--- src/rtl/spi_reg_ctrl.sv ---
// SPI command/register-file controller (build option SPI_REG_CTRL_ERRCNT_EN adds a frame-error counter at 7'h7E).
// tx_data, wr_stb/wr_addr and reg_out update one clk after rx_valid; no backpressure, the slave paces every byte.
module spi_reg_ctrl #(
    parameter int          DATA_WIDTH = 8,
    parameter int          NUM_REGS   = 8,
    parameter logic [7:0]  HEADER     = 8'hA5
) (
    input  logic                           clk,
    input  logic                           rst_n,
    input  logic                           spi_cs_n,
    input  logic [DATA_WIDTH-1:0]          rx_data,
    input  logic                           rx_valid,
    input  logic                           tx_req,
    output logic [DATA_WIDTH-1:0]          tx_data,
    output logic [NUM_REGS*DATA_WIDTH-1:0] reg_out,
    output logic                           wr_stb,
    output logic [6:0]                     wr_addr,
    input  logic [DATA_WIDTH-1:0]          status_in,
    output logic                           err
);

    localparam logic [DATA_WIDTH-1:0] HDR   = DATA_WIDTH'(HEADER);
    localparam logic [6:0]            NREG7 = 7'(NUM_REGS);
    localparam logic [6:0]            LAST7 = 7'(NUM_REGS - 1);

    typedef enum logic [1:0] {IDLE, CMD, WR, RD} state_t;

    state_t                state, state_nxt;
    logic                  cs_meta, cs_s, cs_s_q;
    logic [1:0]            sync_live;
    logic                  armed;
    logic                  cs_fall, cs_rise;
    logic [6:0]            addr, addr_nxt;
    logic [DATA_WIDTH-1:0] regs [NUM_REGS];
    logic [DATA_WIDTH-1:0] tx_nxt;
    logic                  err_nxt;
    logic                  wr_en;
    logic                  wr_stb_nxt;
    logic [6:0]            wr_addr_nxt;
    logic                  load_en;
    logic [6:0]            load_addr;
    logic [DATA_WIDTH-1:0] rd_val;
    logic                  rd_bad;
`ifdef SPI_REG_CTRL_ERRCNT_EN
    logic [7:0]            err_cnt;
    logic                  cnt_clr;
`else
    logic                  unused_tx_req;
    assign unused_tx_req = tx_req;
`endif

    function automatic logic [6:0] next_addr(input logic [6:0] a);
        if (a < LAST7)
            return a + 7'd1;
        else if (a == LAST7)
            return 7'd0;
        else
            return a;
    endfunction

    // Falling edges are only trusted once cs_s has carried a real high sample,
    // so a frame already in progress when reset releases is skipped.
    always_ff @(posedge clk) begin
        if (!rst_n) begin
            cs_meta   <= 1'b1;
            cs_s      <= 1'b1;
            cs_s_q    <= 1'b1;
            sync_live <= 2'b00;
            armed     <= 1'b0;
        end else begin
            cs_meta   <= spi_cs_n;
            cs_s      <= cs_meta;
            cs_s_q    <= cs_s;
            sync_live <= {sync_live[0], 1'b1};
            if (sync_live[1] && cs_s)
                armed <= 1'b1;
        end
    end

    assign cs_fall = armed & cs_s_q & ~cs_s;
    assign cs_rise = ~cs_s_q & cs_s;

    always_ff @(posedge clk) begin
        if (!rst_n)
            state <= IDLE;
        else
            state <= state_nxt;
    end

    always_comb begin
        state_nxt = state;
        case (state)
            IDLE: if (cs_fall) state_nxt = CMD;
            CMD:  if (rx_valid) state_nxt = rx_data[DATA_WIDTH-1] ? RD : WR;
            default: state_nxt = state;
        endcase
        if (state != IDLE && cs_rise)
            state_nxt = IDLE;
    end

    always_comb begin
        load_en   = 1'b0;
        load_addr = addr;
        if (rx_valid) begin
            if (state == CMD && rx_data[DATA_WIDTH-1]) begin
                load_en   = 1'b1;
                load_addr = rx_data[6:0];
            end else if (state == RD) begin
                load_en   = 1'b1;
                load_addr = next_addr(addr);
            end
        end
    end

    always_comb begin
        rd_val = '0;
        rd_bad = 1'b0;
        if (load_addr < NREG7) begin
            for (int k = 0; k < NUM_REGS; k++)
                if (load_addr == 7'(k))
                    rd_val = regs[k];
        end else if (load_addr == 7'h7F) begin
            rd_val = status_in;
        end
`ifdef SPI_REG_CTRL_ERRCNT_EN
        else if (load_addr == 7'h7E) begin
            rd_val = DATA_WIDTH'(err_cnt);
        end
`endif
        else begin
            rd_bad = 1'b1;
        end
    end

    always_comb begin
        tx_nxt      = tx_data;
        err_nxt     = err;
        addr_nxt    = addr;
        wr_en       = 1'b0;
        wr_stb_nxt  = 1'b0;
        wr_addr_nxt = wr_addr;
`ifdef SPI_REG_CTRL_ERRCNT_EN
        cnt_clr     = 1'b0;
`endif
        case (state)
            IDLE: begin
                if (cs_fall) begin
                    tx_nxt  = HDR;
                    err_nxt = 1'b0;
                end
            end
            CMD: begin
                if (rx_valid)
                    addr_nxt = rx_data[6:0];
            end
            WR: begin
                if (rx_valid) begin
                    addr_nxt = next_addr(addr);
                    if (addr < NREG7) begin
                        wr_en       = 1'b1;
                        wr_stb_nxt  = 1'b1;
                        wr_addr_nxt = addr;
                    end
`ifdef SPI_REG_CTRL_ERRCNT_EN
                    else if (addr == 7'h7E) begin
                        cnt_clr = 1'b1;
                    end
`endif
                    else begin
                        err_nxt = 1'b1;
                    end
                end
            end
            RD: begin
                if (rx_valid)
                    addr_nxt = next_addr(addr);
            end
            default: ;
        endcase
        if (load_en) begin
            tx_nxt = rd_val;
            if (rd_bad)
                err_nxt = 1'b1;
        end
        // End of frame wins over a read load arriving in the same cycle.
        if (state != IDLE && cs_rise)
            tx_nxt = HDR;
    end

    always_ff @(posedge clk) begin
        if (!rst_n) begin
            addr    <= '0;
            tx_data <= HDR;
            wr_stb  <= 1'b0;
            wr_addr <= '0;
            err     <= 1'b0;
        end else begin
            addr    <= addr_nxt;
            tx_data <= tx_nxt;
            wr_stb  <= wr_stb_nxt;
            wr_addr <= wr_addr_nxt;
            err     <= err_nxt;
        end
    end

    always_ff @(posedge clk) begin
        if (!rst_n) begin
            for (int k = 0; k < NUM_REGS; k++)
                regs[k] <= '0;
        end else if (wr_en) begin
            for (int k = 0; k < NUM_REGS; k++)
                if (addr == 7'(k))
                    regs[k] <= rx_data;
        end
    end

    for (genvar g = 0; g < NUM_REGS; g++) begin : g_flat
        assign reg_out[g*DATA_WIDTH +: DATA_WIDTH] = regs[g];
    end

`ifdef SPI_REG_CTRL_ERRCNT_EN
    // Counts frames that close with err set, plus tx_req seen while idle (underrun).
    always_ff @(posedge clk) begin
        if (!rst_n)
            err_cnt <= 8'd0;
        else if (cnt_clr)
            err_cnt <= 8'd0;
        else if (((state != IDLE && cs_rise && err_nxt) || (state == IDLE && tx_req))
                 && err_cnt != 8'hFF)
            err_cnt <= err_cnt + 8'd1;
    end
`endif

endmodule
--- config.mk ---
export PLATFORM = sky130hd
export DESIGN_NAME = spi_reg_ctrl
export DESIGN_NICKNAME = d
export VERILOG_FILES = /design/src/rtl/spi_reg_ctrl.sv
export SDC_FILE = /design/constraint.sdc
export NUM_CORES = 1
export LEC_CHECK = 0
export CAP_MARGIN = 10
export CORE_ASPECT_RATIO = 0.75
export CORE_MARGIN = 4
export CORE_UTILIZATION = 30
export DETAILED_ROUTE_END_ITERATION = 8
export SLEW_MARGIN = 15
export SYNTH_ARGS = -nofsm -noshare
export SYNTH_HDL_FRONTEND = slang
export SYNTH_SLANG_ARGS = --single-unit
export TNS_END_PERCENT = 1
--- constraint.sdc ---
create_clock -name clk -period 3.84 [get_ports clk]
set_input_delay 0.384 -clock clk [delete_from_list [all_inputs] [get_ports clk]]
set_output_delay 0.384 -clock clk [all_outputs]
set_load 0.02 [all_outputs]
==> impl_metrics.yaml <==
outcome:
  outcome: "finished clean"
clock_tree:
  clock_latency_ns: 0.35
  clkSinkCount: 96
  cts_resized: 0
  root_buffer: "clkbuf_16"
  cts_max_level: 3
  cts_setup_buffers: 0
  path_clk_slew_ns: 0.07
  cts_hold_buf: 0
  cts_tree: "yes"
  clock_path_buffers: 2
  numCtsBuffers: 9
worst_hold_path:
  hold_start: "cs_meta$_SDFF_PN1_"
  hold_depth: 1
  hp-class: "reg2reg"
  hold_end: "cs_s$_SDFF_PN1_"
critical_path:
  crit_slowest_cell: "a2111oi_0"
  crit_chain: "ha_1 > or4b_1 > or3_1 > a21o_1 > and2_1 > and3_1 > a2111oi_0 > buf_4 > o32ai_1"
  worstRegToRegCells: 9
  r2r_slack_ns: 0.31
  r2r_end: "tx_data[0]$_SDFFE_PP1P_"
  start_kind: "flop"
  end_kind: "flop"
  cp_max_fo: 12
  crit_path_max_incr_delay_ns: 0.64
  arrival_ns: 3.75
  r2r-start: "addr[0]$_SDFFE_PN0P_"
  cp.required_ns: 4.06
  criticalPathCategory: "reg2reg"
routing:
  wire_per_inst_um: 20.4
  wl_mm: 15.2
  drc_errors: 0
  drtPass1Iterations: 5
  via_per_inst: 5.37
  via_count: 3997
  drt-initial-drc-count: 352
  ant_nets: 0
sta:
  timing.final.crit_share_pct: 91.9
  max_freq_ghz: 0.283
  final-setup-viol-count: 0
  period_minus_slack_ns: 3.53
  hold_viol_final: 0
  tightest_slew_ns: 0.807
  setup_slack_ns: 0.312
  relSlewSlack_pct: 44.8
  setup_tns_ns: 0
  rsz0062_at_grt: "false"
  finalMaxSlewViolations: 0
  final.setup_skew_ns: 0.00993
floorplan:
  core_mm2: 0.0145
  std_cell_rows: 38
  dieHeight_um: 114
  dieArea_mm2: 0.0169
  io_pins: 102
  die_w_um: 149
  initial_core_util_pct: 30.7
final_layout:
  drive_above_1_share_pct: 6.79
  syn_to_final_growth_pct: 34.7
  diodes: 0
  nets: 565
  final_util_pct: 41.4
  finalInstanceArea_mm2: 0.00602
synth:
  ys_ff_latch: 96
  synth-edff-count: 64
  synth_cell_types: 60
  ys_warn_count: 0
  yosysSeqAreaShare_pct: 57.4
  synth_area_leader_cell: "edfxtp_1"
  synth_nets: 464
  syn_area_mm2: 0.00447
  ys_top_cells_by_area: "edfxtp_1 43%, dfxtp_1 14%, nor2_1 5.5%, nand2_1 4.3%, a21oi_1 2.8%"
  synth_top_area_share_pct: 43.0
  synth_cells: 439
  async_reset_ff_share_pct: 0
  postSynthAreaPerCell_um2: 10.2
  ys.flop_type: "edfxtp_1"
pwr:
  peakVddDrop_v: 0.000180
  leakagePower_nw: 2.18
  powerDensity_mw_per_mm2: 383
place:
  place_area_mm2: 0.00572
  portBuffers: 100
  place_congestion: 0.942
  dpl_worst_slack_ns: 0.263
  place_hpwl_mm: 11.5
grt:
  grt_remaining_overflow: 0
  grt_max_degree: 29
  grt_pass1_vias: 3876
  grtUsageTotal_pct: 17.9
  grt_pass1_wl_mm: 22.9
  antenna_found_initial: 0
flow_run:
  maxCapViolCount: 0
==> worst max-delay path by stage <==
stage	slack [ns]	end	startpoint	cells after the start
3_3_place_gp	0.35	tx_data[5]$_SDFFE_PP1P_	rx_valid	9
3_5_place_dp	0.26	tx_data[5]$_SDFFE_PP1P_	rx_valid	9
5_1_grt	0.15	tx_data[0]$_SDFFE_PP1P_	addr[1]$_SDFFE_PN0P_	9
2_1_floorplan	1.15	tx_data[5]$_SDFFE_PP1P_	addr[1]$_SDFFE_PN0P_	9
4_1_cts	0.31	tx_data[5]$_SDFFE_PP1P_	addr[0]$_SDFFE_PN0P_	9
6_report	0.31	tx_data[0]$_SDFFE_PP1P_	addr[0]$_SDFFE_PN0P_	9
==> synth_stat cells (4+ instances only) <==
library cell and instances:
o32ai_1 4, a21o_1 4, nand3_1 17, clkbuf_1 18, and3_1 8, edfxtp_1 64
a21oi_1 25, ha_1 4, inv_1 17, nor2_1 66, o21ai_0 18, nor3_1 10
a31oi_1 9, mux2i_1 6, nand4_1 4, o22ai_1 7, nand2_1 51, dfxtp_1 32
==> kinds of logic after synthesis <==
logic type | count (synthesis) | share of synthesized area (%)
multiplexers | 10 | 2.61
adder cells (fa/ha/maj) | 4 | 1.12
flip-flops | 96 | 57.4
buffers and inverters | 40 | 3.56
AO/OA/AOI/OAI | 103 | 15.6
AND/OR/NAND/NOR | 186 | 19.8
==> layout by cell type (no fill, tap or decap), drive strengths merged, types with 3 or more instances in the layout <==
master         Yosys  final
o211ai             3      3
or3                3      3
a21o               4      4
a32oi              3      3
a2111oi            3      3
o221ai             3      3
mux2i              6      6
o31ai              3      3
nand2             51     51
clkbuf            19      9
nand4              4      4
clkdlybuf4s50      0    100
nand3             19     19
inv               17     18
clkinv             0      5
ha                 4      4
buf                4     13
and3               9      9
o21ai             19     19
o32ai              4      4
nor2              66     66
edfxtp            64     64
a21oi             26     26
nand3b             3      3
nor3              10     10
o22ai              7      7
a22oi              3      3
dfxtp             32     32
mux2               3      3
and2               4      4
a31oi              9      9
==> flip-flops by register name, summed over array words and instances, names as in the netlist, 2 cells and up <==
name / flops
regs: 64
tx_data: 8
addr: 7
wr_addr: 7
state: 2
sync_live: 2
==> cell type report <==
cell class	count	area (µm²)
fill	1446	8530
sequential	96	2560
multi-input combinational	303	1750
timing repair buffer	113	1100
tap	200	250
clock buffer	9	225
clock inverter	7	71.3
inverter	17	63.8
==> worst max-delay path, delay by kind of cell (launching register included) <==
family	cells	cell delay (ns)
and+or+nand+nor	4	1.38
adders and majority gates	1	0.28
DFF	1	0.57
buffers and inverters	1	0.23
AOI/OAI and AO/OA	3	0.95
==> per-layer routing <==
metal | vias up | track usage (%) | wire, µm
li1 | 1822 | - | -
met1 | 1946 | 25.4 | 6820
met2 | 205 | 26.2 | 6530
met3 | 24 | 5.08 | 1480
met4 | 0 | 6.46 | 349
met5 | - | 0 | 0
==> power breakdown <==
group / switching [W] / total [W] / internal, W
Clock: 0.000393 / 0.000899 / 0.000506
Combinational: 0.000139 / 0.000236 / 0.0000972
Sequential: 0.0000305 / 0.00117 / 0.00114
Total: 0.000563 / 0.00230 / 0.00174
==> metrics by stage <==
stage | power (W) | hold WS (ns) | instances
global placement | 0.00142 | 0.395 | 729
floorplan | 0.00129 | 0.386 | 439
finish | 0.00230 | 0.407 | 745
global route | 0.00238 | 0.428 | 745
detailed placement | 0.00143 | 0.400 | 729
CTS | 0.00232 | 0.414 | 745
Note: power is estimated with default switching activity, not from simulation.
